## config.mk

```make
export PLATFORM = sky130hd
export DESIGN_NAME = dmem_port_arbiter
export DESIGN_NICKNAME = d
export VERILOG_FILES = /design/src/rtl/y86_mem_pkg.sv /design/src/rtl/arb_starve_ctr.sv /design/src/rtl/dmem_port_arbiter.sv
export SDC_FILE = /design/constraint.sdc
export NUM_CORES = 1
export LEC_CHECK = 0
export CAP_MARGIN = 20
export CORE_AREA = 2 2 185 187
export DETAILED_ROUTE_END_ITERATION = 10
export DIE_AREA = 0 0 187 189
export DONT_BUFFER_PORTS = 1
export HOLD_SLACK_MARGIN = 0.1
export PLACE_DENSITY_LB_ADDON = 0.3
export SYNTH_ARGS = -nofsm -noshare
export SYNTH_HDL_FRONTEND = slang
export SYNTH_SLANG_ARGS = --single-unit
export TNS_END_PERCENT = 1
```

## constraint.sdc

```tcl
create_clock -name clk -period 2.1 [get_ports clk]
set_input_delay 0.42 -clock clk [delete_from_list [all_inputs] [get_ports clk]]
set_output_delay 0.42 -clock clk [all_outputs]
set_load 0.05 [all_outputs]
```

## src/rtl/y86_mem_pkg.sv

```systemverilog
// Shared definitions for the Y86 data-memory path: status codes, memory depth,
// arbiter state encoding and the memory-touching instruction codes.
package y86_mem_pkg;

    localparam logic [2:0] STAT_AOK = 3'b001;
    localparam logic [2:0] STAT_ADR = 3'b011;

    localparam int DMEM_DEPTH = 1024;

    typedef enum logic [1:0] {
        IDLE  = 2'd0,
        ISSUE = 2'd1,
        WAIT  = 2'd2,
        RESP  = 2'd3
    } arb_state_t;

    localparam logic [3:0] I_RMMOVQ = 4'h4;
    localparam logic [3:0] I_MRMOVQ = 4'h5;
    localparam logic [3:0] I_CALL   = 4'h8;
    localparam logic [3:0] I_RET    = 4'h9;
    localparam logic [3:0] I_PUSHQ  = 4'hA;
    localparam logic [3:0] I_POPQ   = 4'hB;

    // Memory-stage instructions that store to the data memory drive m_we.
    function automatic logic icode_is_write(input logic [3:0] icode);
        return (icode == I_RMMOVQ) || (icode == I_CALL) || (icode == I_PUSHQ);
    endfunction

endpackage

```

## src/rtl/arb_starve_ctr.sv

```systemverilog
// Counts arbitrations lost by the fetch requester and forces a fetch win once
// the count reaches STARVE_MAX; the count clears whenever fetch wins.
module arb_starve_ctr #(
    parameter int STARVE_MAX = 4
) (
    input  logic clk,
    input  logic rst_n,
    input  logic i_arb,
    input  logic i_f_req,
    input  logic i_f_win,
    output logic o_force_f
);

    localparam int CW = $clog2(STARVE_MAX + 1);

    logic [CW-1:0] r_cnt;

    always_ff @(posedge clk or negedge rst_n) begin
        if (!rst_n) begin
            r_cnt <= '0;
        end else if (i_arb) begin
            if (i_f_win) begin
                r_cnt <= '0;
            end else if (i_f_req && (r_cnt != CW'(STARVE_MAX))) begin
                r_cnt <= r_cnt + 1'b1;
            end
        end
    end

    assign o_force_f = (r_cnt == CW'(STARVE_MAX));

endmodule

```

## src/rtl/dmem_port_arbiter.sv

```systemverilog
// Shares one single-port data memory between the fetch (read-only) and memory
// stages, one access in flight, memory stage first with a fetch starvation guard.
module dmem_port_arbiter
    import y86_mem_pkg::*;
#(
    parameter int DATA_W     = 64,
    parameter int DEPTH      = DMEM_DEPTH,
    parameter int AW         = $clog2(DEPTH),
    parameter int MEM_LAT    = 2,
    parameter int STARVE_MAX = 4
) (
    input  logic              clk,
    input  logic              rst_n,
    input  logic              f_req,
    input  logic [63:0]       f_addr,
    output logic              f_gnt,
    output logic              f_rvalid,
    output logic [DATA_W-1:0] f_rdata,
    output logic              f_err,
    input  logic              m_req,
    input  logic              m_we,
    input  logic [63:0]       m_addr,
    input  logic [DATA_W-1:0] m_wdata,
    output logic              m_gnt,
    output logic              m_rvalid,
    output logic [DATA_W-1:0] m_rdata,
    output logic              m_err,
    output logic              mem_en,
    output logic              mem_we,
    output logic [AW-1:0]     mem_addr,
    output logic [DATA_W-1:0] mem_wdata,
    input  logic [DATA_W-1:0] mem_rdata,
    output logic              busy
);

    localparam int WAIT_CYC = (MEM_LAT > 1) ? MEM_LAT - 1 : 1;
    localparam int WW       = $clog2(WAIT_CYC + 1);

    arb_state_t        r_state;
    logic              r_owner_m;
    logic              r_we;
    logic              r_err;
    logic [WW-1:0]     r_wait_cnt;
    logic              r_f_gnt;
    logic              r_m_gnt;
    logic              r_f_rvalid;
    logic              r_m_rvalid;
    logic              r_f_err;
    logic              r_m_err;
    logic              r_mem_en;
    logic              r_mem_we;
    logic [AW-1:0]     r_mem_addr;
    logic [DATA_W-1:0] r_mem_wdata;

    logic              w_arb;
    logic              w_force_f;
    logic              w_f_win;
    logic              w_m_win;
    logic [63:0]       w_sel_addr;
    logic              w_sel_we;
    logic [DATA_W-1:0] w_sel_wdata;
    logic              w_addr_err;
    logic              w_rd_pass;

    assign w_arb   = (r_state == IDLE);
    assign w_f_win = w_arb & f_req & (~m_req | w_force_f);
    assign w_m_win = w_arb & m_req & ~w_f_win;

    assign w_sel_addr  = w_m_win ? m_addr : f_addr;
    assign w_sel_we    = w_m_win & m_we;
    assign w_sel_wdata = w_sel_we ? m_wdata : '0;
    // Negative addresses are caught by the sign bit before the upper-bound test.
    assign w_addr_err  = w_sel_addr[63] | (w_sel_addr >= 64'(DEPTH));

    arb_starve_ctr #(
        .STARVE_MAX(STARVE_MAX)
    ) u_starve (
        .clk      (clk),
        .rst_n    (rst_n),
        .i_arb    (w_arb),
        .i_f_req  (f_req),
        .i_f_win  (w_f_win),
        .o_force_f(w_force_f)
    );

    always_ff @(posedge clk or negedge rst_n) begin
        if (!rst_n) begin
            r_state     <= IDLE;
            r_owner_m   <= 1'b0;
            r_we        <= 1'b0;
            r_err       <= 1'b0;
            r_wait_cnt  <= '0;
            r_f_gnt     <= 1'b0;
            r_m_gnt     <= 1'b0;
            r_f_rvalid  <= 1'b0;
            r_m_rvalid  <= 1'b0;
            r_f_err     <= 1'b0;
            r_m_err     <= 1'b0;
            r_mem_en    <= 1'b0;
            r_mem_we    <= 1'b0;
            r_mem_addr  <= '0;
            r_mem_wdata <= '0;
        end else begin
            r_f_gnt     <= 1'b0;
            r_m_gnt     <= 1'b0;
            r_f_rvalid  <= 1'b0;
            r_m_rvalid  <= 1'b0;
            r_f_err     <= 1'b0;
            r_m_err     <= 1'b0;
            r_mem_en    <= 1'b0;
            r_mem_we    <= 1'b0;
            r_mem_addr  <= '0;
            r_mem_wdata <= '0;
            case (r_state)
                IDLE: begin
                    if (w_f_win || w_m_win) begin
                        r_state   <= ISSUE;
                        r_owner_m <= w_m_win;
                        r_we      <= w_sel_we;
                        r_err     <= w_addr_err;
                        r_f_gnt   <= w_f_win;
                        r_m_gnt   <= w_m_win;
                        if (!w_addr_err) begin
                            r_mem_en    <= 1'b1;
                            r_mem_we    <= w_sel_we;
                            r_mem_addr  <= w_sel_addr[AW-1:0];
                            r_mem_wdata <= w_sel_wdata;
                        end
                    end
                end
                ISSUE: begin
                    if (r_we || r_err || (MEM_LAT == 1)) begin
                        r_state    <= RESP;
                        r_f_rvalid <= ~r_owner_m;
                        r_m_rvalid <= r_owner_m;
                        r_f_err    <= ~r_owner_m & r_err;
                        r_m_err    <= r_owner_m & r_err;
                    end else begin
                        r_state    <= WAIT;
                        r_wait_cnt <= WW'(WAIT_CYC - 1);
                    end
                end
                WAIT: begin
                    if (r_wait_cnt == '0) begin
                        r_state    <= RESP;
                        r_f_rvalid <= ~r_owner_m;
                        r_m_rvalid <= r_owner_m;
                    end else begin
                        r_wait_cnt <= r_wait_cnt - 1'b1;
                    end
                end
                RESP: begin
                    r_state <= IDLE;
                end
                default: begin
                    r_state <= IDLE;
                end
            endcase
        end
    end

    // Read data arrives from the array in the RESP cycle itself, so it is steered, not registered.
    assign w_rd_pass = (r_state == RESP) & ~r_we & ~r_err;

    assign f_gnt     = r_f_gnt;
    assign m_gnt     = r_m_gnt;
    assign f_rvalid  = r_f_rvalid;
    assign m_rvalid  = r_m_rvalid;
    assign f_err     = r_f_err;
    assign m_err     = r_m_err;
    assign f_rdata   = (w_rd_pass & ~r_owner_m) ? mem_rdata : '0;
    assign m_rdata   = (w_rd_pass & r_owner_m) ? mem_rdata : '0;
    assign mem_en    = r_mem_en;
    assign mem_we    = r_mem_we;
    assign mem_addr  = r_mem_addr;
    assign mem_wdata = r_mem_wdata;
    assign busy      = (r_state != IDLE);

endmodule
```

==> results.md <==
* Status: finished with violations
* Failing checks: hold timing, setup timing
* CP Class: reg -> out
* Highest clock rate at 445 MHz
* Synthesized Nets at 781
* Largest area contributor in the synthesized netlist: dfrtp_1
* # nets final at 922
* Reg2reg path depth at 7
* Final Worst Setup Slack at -146 ps
* Yosys warns at 0
* DP Wirelength at 17,600 um
* Final std cells w/o fill at 1,110
* Core area at 0.0333 mm^2
* Most common cell in the synthesized netlist: and2_1
* FF-to-FF setup slack at -100 ps
* Startpoint Class: register
* Synth async-reset ratio at 1.00
* Worst VDD drop at 356 uV
* Post-synth EDFFs at 0
* Cell leakage power at 3.95 nW
* Clock latency on the worst-skew pair at 360 ps
* Vias at 4,560
* Dpl cells at 1,076
* Worst min-delay path class: in -> async
* Slowest stage cell on the critical path: dfrtp_1
* Fillers at 3,476
* Met3 Routed Length at 2510 um
* Synth top cells by count: and2_1 (129), dfrtp_1 (90), inv_1 (72), a211oi_1 (36), nand2_1 (32)
* Ports at 472
* Tcrit/Tclk final at 1.07
* Endpoints failing hold at 90
* DR WL/cell at 22.2 um
* Overall global routing resource usage at 0.122
* Worst-path clk slew at 70 ps
* Grt ovf at 0
* DR vias/cell at 4.11
* RSZ-0062 raised after global routing: true
* Netlist cell types at 31
* Number of buffers created by CTS at 9
* H-tree Lvls at 3
* Iter 0 DRT Violations at 111
* Top routing layer used: met5
* CP Max Fanout at 8
* Final setup viols at 180
* Wirelength, routed at 24,700 um
* Die Y at 189 um
* Tightest Pin Transition at 613 ps
* Synthesized cell area at 0.00488 mm^2
* Ratio of cells with drive above 1 in the final layout at 0.577
* 1st-pass router iterations at 4
* TritonCTS clock tree: built
* I/O Buffers at 0
* CP max stage delay at 380 ps
* Synth top area cells: dfrtp_1 (46%), and2_1 (17%), a211oi_2 (7.2%)
* Clock root buffer: clkbuf_16
* Hold_ws at -247 ps
* CTS sink count at 90
* Cell Chain, Critical Path: buf_6 -> ha_4 -> and3_4 -> clkbuf_16 -> and2_4 -> buf_12
* Initial antenna violation count at 6
* Slew Limit Fails at 0
* Synth top area share at 0.462
* Post-route DRC at 0
* RR Endpoint: mem_addr[3]
* RD Place Congestion at 0.999
* Initial cell density of the core at 0.147
* Tmin final at 2250 ps
* Crit. End Element: primary output
* Worst R2R Start: r_state[0]
* Die width at 187 um
* Final ANT Viol Nets at 0
* Max Buffers Root-to-Sink at 2
* Vias in the first global route at 4,853
* M1 wire length at 9170 um
* Global-route wire length before repair at 32,000 um
* WL met2 at 12,600 um
* Critical path data required time at 1680 ps
* Mean Syn Cell Area at 9.51 um^2
* TNS Setup at -14,810 ps
* Max_cap viols at 0
* Layout area overhead at 89.1%
* Full die area at 0.0353 mm^2
* Num rows at 67
* Setup Skew at 13.0 ps
* Slew Limit Headroom at 0.587
* Gate Count Post-Synth at 513
* PD cells at 813 mW/mm^2
* Sequential share of the synthesized area at 0.462
* CP arrival at 1830 ps
* Synth Flop Type: dfrtp_1
* #FFs+latches synth at 90
* Largest net degree at the start of global routing at 91
-- where the power goes --
group          switching (mW)  internal [mW]  total, mW
combinational            2.04           1.76       3.80
clock                   0.728          0.940       1.67
sequential              0.198           1.83       2.03
-- how the worst max path moves through the flow --
stage / end / start / slack (ps)
floorplan: mem_wdata[35] / r_state[1] / 30
global placement: mem_addr[3] / f_addr[55] / -320
CTS: f_rdata[42] / r_state[0] / -160
detailed placement: mem_addr[4] / f_addr[55] / -350
global route: m_rdata[33] / r_we / -230
finish: m_rdata[33] / r_state[1] / -150
-- routing by layer --
metal | vias to the layer above | GRT usage
li1 | 1993 | -
met1 | 2251 | 0.137
met2 | 282 | 0.207
met3 | 28 | 0.0619
met4 | 6 | 0.0302
met5 | - | 0
-- repair_timing --
| action | CTS | global route |
|---|---|---|
| setup endpoints to repair | 200 | 205 |
| hold endpoints to repair | 90 | 90 |
| buffers inserted | 0 | 2 |
| pin swaps | 80 | 58 |
| cloned | 2 | 11 |
| resized for setup | 99 | 74 |
-- final cells by class --
type,count,area (um^2),share of cell area
timing repair buffer,171,3180,0.345
multi-input combinational,310,2650,0.287
sequential,90,2250,0.244
tap,448,561,0.0608
inverter,72,270,0.0293
clock buffer,10,229,0.0248
clock inverter,6,75.1,0.00814
antenna,3,7.51,0.000814
-- registers in the layout, indices dropped and copies added (netlist names), 2 cells and up --
register / cells
mem_addr: 10
r_state: 2
u_starve.r_cnt: 3
mem_wdata: 64
-- cells by family (layout without fill, tap and decap cells) --
group           Yosys count  in the layout  synth area share
compound gates           89             89             0.167
fa+ha+maj                 7              7            0.0180
buf+inv                 114            259            0.0987
flops                    90             90             0.462
other cells               0              3                 0
simple gates            213            214             0.255
-- metrics by stage --
stage	power [mW]	util	worst slack, ps	cell area [um^2]	hold WS (ps)
2_1_floorplan	3.72	-	32.7	4890	124
3_3_place_gp	5.33	0.244	-320	8110	127
3_5_place_dp	5.33	0.244	-350	8110	127
4_1_cts	7.30	0.262	-164	8730	-275
5_1_grt	7.86	0.277	-234	9220	-276
6_report	7.50	0.277	-146	9220	-247
-- worst max-delay path, delay by kind of cell (launching register included) --
family,cells,cell delay (ps)
buf+inv,3,460
flops,1,380
fa+ha+maj,1,120
simple gates,2,490
-- cells in the final DEF, fill, tap and decap left out, types with 3 or more instances in the layout --
cell type / count
a211oi_2: 46
a211oi_1: 18
o21ai_0: 5
a221oi_2: 7
a221oi_1: 3
nor4_1: 26
ha_1: 5
diode_2: 3
buf_4: 21
nand4_1: 6
and2_4: 128
nor2_1: 4
buf_6: 4
dfrtp_1: 90
a21oi_1: 5
inv_1: 71
buf_12: 135
or4_4: 3
and3_1: 3
clkbuf_16: 16
buf_16: 3
nand2_1: 30
(Power assumes the default switching activity.)
